==> config.mk <==
export PLATFORM = sky130hd
export DESIGN_NAME = cdma_wg_rd_req_credit_pipe
export DESIGN_NICKNAME = d
export VERILOG_FILES = /design/src/rtl/cdma_wg_rd_req_credit_pipe.sv
export SDC_FILE = /design/constraint.sdc
export NUM_CORES = 1
export LEC_CHECK = 0
export ABC_AREA = 0
export BUFFER_PORTS_ARGS = -buffer_cell sky130_fd_sc_hd__buf_2
export CAP_MARGIN = 20
export CORE_MARGIN = 8
export CORE_UTILIZATION = 60
export DETAILED_ROUTE_END_ITERATION = 16
export PLACE_DENSITY = 0.83
export RECOVER_POWER = 25
export SYNTH_ARGS = -nofsm -noshare
export SYNTH_HDL_FRONTEND = slang
export SYNTH_SLANG_ARGS = --single-unit
==> constraint.sdc <==
create_clock -name nvdla_core_clk -period 27.4 [get_ports nvdla_core_clk]
set_input_delay 1.37 -clock nvdla_core_clk [delete_from_list [all_inputs] [get_ports nvdla_core_clk]]
set_output_delay 1.37 -clock nvdla_core_clk [all_outputs]
set_load 0.01 [all_outputs]
==> src/rtl/cdma_wg_rd_req_credit_pipe.sv <==
// cdma_wg_rd_req_credit_pipe: WG read-request skid + credit gate + output register toward MC.
// Optional CDMA_WG_RDREQ_PERF_EN adds a saturating credit-stall cycle counter.
module cdma_wg_rd_req_credit_pipe #(
  parameter int PD_W       = 79,
  parameter int CREDIT_MAX = 128,
  parameter int CNT_W      = 8
) (
  input  logic             nvdla_core_clk,
  input  logic             nvdla_core_rstn,
  input  logic             dma_rd_req_vld,
  input  logic [PD_W-1:0]  dma_rd_req_pd,
  output logic             dma_rd_req_rdy,
  output logic             mc_int_rd_req_valid,
  output logic [PD_W-1:0]  mc_int_rd_req_pd,
  input  logic             mc_int_rd_req_ready,
  input  logic             rsp_credit_pop,
  output logic [CNT_W-1:0] credit_cnt,
  output logic             credit_err,
  output logic [31:0]      perf_credit_stall
);
  // need is kept at full size-field width so an oversize request can never alias to a small one
  localparam int NEED_W = PD_W - 64 + 1;
  localparam int SUM_W  = CNT_W + 1;
  logic              r_rdy, r_a_vld, r_s_vld, r_b_vld, r_err;
  logic [PD_W-1:0]   r_a_pd, r_s_pd, r_b_pd;
  logic [CNT_W-1:0]  r_cnt;
  logic [NEED_W-1:0] w_need;
  logic [CNT_W-1:0]  w_dec;
  logic [SUM_W-1:0]  w_sum;
  logic              w_acc, w_free, w_ok, w_move, w_over, w_s_vld_nxt;
  assign w_need      = NEED_W'(r_a_pd[PD_W-1:64]) + NEED_W'(1);
  assign w_acc       = dma_rd_req_vld && r_rdy;
  assign w_free      = !r_b_vld || mc_int_rd_req_ready;
  assign w_ok        = NEED_W'(r_cnt) >= w_need;
  assign w_move      = r_a_vld && w_free && w_ok;
  assign w_dec       = w_move ? w_need[CNT_W-1:0] : '0;
  assign w_sum       = SUM_W'(r_cnt - w_dec) + SUM_W'(rsp_credit_pop);
  assign w_over      = w_sum > SUM_W'(CREDIT_MAX);
  assign w_s_vld_nxt = r_s_vld ? !w_move : (w_acc && r_a_vld && !w_move);
  always_ff @(posedge nvdla_core_clk or negedge nvdla_core_rstn) begin
    if (!nvdla_core_rstn) begin
      r_rdy   <= 1'b1;
      r_a_vld <= 1'b0;
      r_s_vld <= 1'b0;
      r_b_vld <= 1'b0;
      r_b_pd  <= '0;
      r_cnt   <= CNT_W'(CREDIT_MAX);
      r_err   <= 1'b0;
    end else begin
      r_a_vld <= w_move ? (r_s_vld || w_acc) : (r_a_vld || w_acc);
      r_s_vld <= w_s_vld_nxt;
      r_rdy   <= !w_s_vld_nxt;
      if (w_move) begin
        r_b_vld <= 1'b1;
        r_b_pd  <= r_a_pd;
      end else if (mc_int_rd_req_ready) begin
        r_b_vld <= 1'b0;
      end
      r_cnt <= w_over ? CNT_W'(CREDIT_MAX) : w_sum[CNT_W-1:0];
      if (w_over) r_err <= 1'b1;
    end
  end
  always_ff @(posedge nvdla_core_clk) begin
    if (w_move && r_s_vld) r_a_pd <= r_s_pd;
    else if (w_acc && (w_move || !r_a_vld)) r_a_pd <= dma_rd_req_pd;
    if (w_acc && r_a_vld && !w_move) r_s_pd <= dma_rd_req_pd;
  end
`ifdef CDMA_WG_RDREQ_PERF_EN
  logic [31:0] r_stall;
  always_ff @(posedge nvdla_core_clk or negedge nvdla_core_rstn) begin
    if (!nvdla_core_rstn) r_stall <= '0;
    else if (r_a_vld && w_free && !w_ok && r_stall != '1) r_stall <= r_stall + 32'd1;
  end
  assign perf_credit_stall = r_stall;
`else
  assign perf_credit_stall = '0;
`endif
  // a request needing more than the whole FIFO can never be granted
  a_need_legal: assert property (@(posedge nvdla_core_clk) disable iff (!nvdla_core_rstn)
    r_a_vld |-> w_need <= NEED_W'(CREDIT_MAX));
  assign dma_rd_req_rdy      = r_rdy;
  assign mc_int_rd_req_valid = r_b_vld;
  assign mc_int_rd_req_pd    = r_b_pd;
  assign credit_cnt          = r_cnt;
  assign credit_err          = r_err;
endmodule
==> results.md <==
- Outcome: finished with violations
- Failing checks: capacitance limit, slew limit
- PnR worst setup slack: about 21 ns
- # setup viols final: 0
- Slew Limit Headroom: -109%
- Latest clock arrival within the worst-skew pair: 0.54 ns
- GRT Util Overall: 19.2%
- TritonRoute pass-1 iters: 4
- Cts hold-fix bufs: 0
- Asr flop ratio synth: 36.8%
- Number of global-route vias before repair: a little over 6,000
- CTS tree: yes
- Clk sink count: 250
- Clk slew on worst S/H paths: approximately 0.070 ns
- Iter 0 DRT Violations: between 200 and 300
- Crit end category: flip-flop
- Pwr dens: 79.9 nW/um^2
- Initial core utilization: 60.3%
- Fillcell total: between 1,000 and 1,500
- CP Max Fanout: 39
- RD Place Congestion: 0.910
- RSZ-0062 raised after global routing: false
- DP HPWL: 14.9 mm
- Final Skew: 0.0172 ns
- Synth area leaders: edfxtp_1 44%, dfrtp_1 21%, mux2_4 9.8%
- Cells after Synth: 617
- Period utilisation layout: ~22%
- Longest Clk Path Bufs: 3
- Unique masters post-synth: 54
- Syn avg cell area: 17.4 um^2
- Largest net degree at the start of global routing: 80
- Largest area contributor in the netlist: edfxtp_1
- Share of cells above drive strength 1: 39.5%
- Crit path kind: reg -> reg
- Die area: 22,400 um^2
- Max-slew violations: 95
- Mapped Area: 10,700 um^2
- Final Critical Period: 6.04 ns
- Pre-CTS setup slack: 21.55 ns
- Flops & latches, synth: 250
- Max Fclk: 0.166 GHz
- DR WL/cell: 20.9 um
- Fin util: 69.7%
- Peak supply drop: 0.0000813 V
- Vias/cell: 5.51
- Clock root cell: clkbuf_16
- Startpoint types: flip-flop
- DR vias: ~5,800
- Setup TNS: 0 ns
- Total Wirelength: 22.0 mm
- Ys flop type: edfxtp_1
- Core footprint: 17,800 um^2
- Routed Antenna Nets: 0
- Die width: 150 um
- Gr ovfl total: 0
- CTS resizes: 0
- Post-synthesis sequential area ratio: between 60% and 70%
- Die H: between 100 and 150 um
- Cell Area, Placed: 11,600 um^2
- Worst Hold Class: reg -> reg
- Post-route cell area: 12,400 um^2
- Nets@finish: 914
- CTS H-tree lvls: 1
- Antenna violations before repair: 3
- Final hold violations: 0
- First-pass GRT wire length: 33.6 mm
- Leak: 5.39 nW
- Total chip power: 0.990 mW
- Post-route DRC violation count: 0
- Top Ports: 206
- Crit path DAT: about 6.4 ns
- Area grow syn2layout: 15.5%
- Slew @ Worst Pin: 3.14 ns
- I/O Buffers: 173
- Postcts setup bufs: 0
- Rows: 49
- EDFF count, synth: 158
- Syn. warnings: 0
- TritonCTS buffer count: 25
- Max_cap viols: 2
- Synth top area share: between 40% and 50%
- Worst EP required: ~28 ns
flip-flops by register name, indices dropped and copies added, names as in the netlist:
register and cells:
mc_int_rd_req_pd 79, r_a_pd 79, r_s_pd 79, credit_cnt 8
credit_err 1, dma_rd_req_rdy 1, mc_int_rd_req_valid 1, r_a_vld 1
r_s_vld 1
stage by stage:
stage	hold slack [ns]	instances
3_3_place_gp	0.459	1005
2_1_floorplan	0.455	648
3_5_place_dp	0.465	1005
5_1_grt	0.488	1054
4_1_cts	0.477	1051
6_report	0.476	1055
layer usage:
| layer | track usage (%) | up-vias | share of wire, % |
|---|---|---|---|
| met2 | 32.7 | 208 | 50 |
| li1 | - | 2640 | - |
| met1 | 23.1 | 2918 | 39 |
| met3 | 5.81 | 46 | 8.4 |
| met5 | 0 | - | 0 |
| met4 | 5.80 | 0 | 2.6 |
worst paths after layout:
kind	slack [ns]	from	end	cells past startpoint
hold / removal	0.48	r_a_pd[28]	mc_int_rd_req_pd[28]	1
hold reg to reg	0.48	r_a_pd[28]	mc_int_rd_req_pd[28]	1
max in group asynchronous	22.07	nvdla_core_rstn	mc_int_rd_req_pd[17]	2
setup reg to reg	21.36	r_a_pd[64]	credit_cnt[0]	20
setup / recovery	21.36	r_a_pd[64]	credit_cnt[0]	20
min in group asynchronous	1.45	nvdla_core_rstn	mc_int_rd_req_pd[10]	1
cells by family (layout without fill, tap and decap cells):
group,Yosys count,count (layout),share of synthesized area [%]
AOI/OAI and AO/OA,41,41,2.60
buffers and inverters,57,232,4.85
other,1,35,0.0350
and+or+nand+nor,76,76,4.11
DFF,250,250,65.7
adders and majority gates,26,26,3.10
muxes,154,154,18.6
xor gates and xnor gates,12,12,0.980
power by group:
part	leakage, nW	switching (mW)	internal [mW]
logic	2.29	0.111	0.0814
clock network	0.430	0.141	0.215
registers	2.67	0.0135	0.428
total	5.39	0.266	0.725
synth_stat cells, drive strengths merged, types with 4 or more instances:
master,n
a21oi,9
buf,48
o21ai,8
nand3,7
and2,9
xnor2,6
ha,25
or3,7
a21o,4
mux2,153
nor3,6
nand2,11
edfxtp,158
inv,6
xor2,6
nor3b,5
dfrtp,90
nor2,12
o211ai,4
cells in the final DEF (no fill, tap or decap), types with 4 or more instances in the layout:
cell type / netlist / layout
nor2_1: 12 / 12
or3_1: 7 / 7
mux2_4: 70 / 70
mux2_1: 7 / 7
edfxtp_1: 158 / 158
a21oi_1: 9 / 9
nand3_1: 6 / 6
nand2_1: 11 / 11
bufinv_16: 0 / 4
ha_1: 25 / 25
o211ai_1: 4 / 4
nor3_1: 5 / 5
conb_1: 1 / 32
buf_4: 33 / 5
mux2_2: 76 / 76
xor2_1: 6 / 6
clkbuf_1: 3 / 57
buf_2: 0 / 122
xnor2_1: 6 / 6
a21o_1: 4 / 4
inv_1: 6 / 6
clkbuf_16: 0 / 26
nor3b_1: 5 / 4
o21ai_0: 7 / 7
and2_1: 9 / 9
dfrtp_1: 90 / 90
clkinv_2: 0 / 7
worst max-delay path, cell delays in order, from the launching register on:
cell	delay, ns
edfxtp_1	0.49
ha_1	0.30
nand3_1	0.13
xor2_1	0.18
ha_1	0.22
a2111oi_0	0.56
nor3_1	0.12
a221o_1	0.35
o21ai_1	0.36
or2_4	0.72
nor2_1	0.09
ha_1	0.30
inv_1	0.04
ha_1	0.20
fa_1	0.43
a211oi_1	0.31
o21ai_0	0.15
and2_1	0.19
a21o_1	0.17
a311oi_1	0.44
nor3b_1	0.14
final cells by class:
type	instances	area (um^2)	area share, %
sequential	250	7050	56.9
antenna	3	7.51	0.0606
inverter	6	22.5	0.182
clock buffer	34	689	5.56
tap	229	287	2.31
timing repair buffer	180	868	7.01
clock inverter	12	175	1.41
multi-input combinational	341	3290	26.6
No activity file was read; power rests on OpenSTA's default activity.
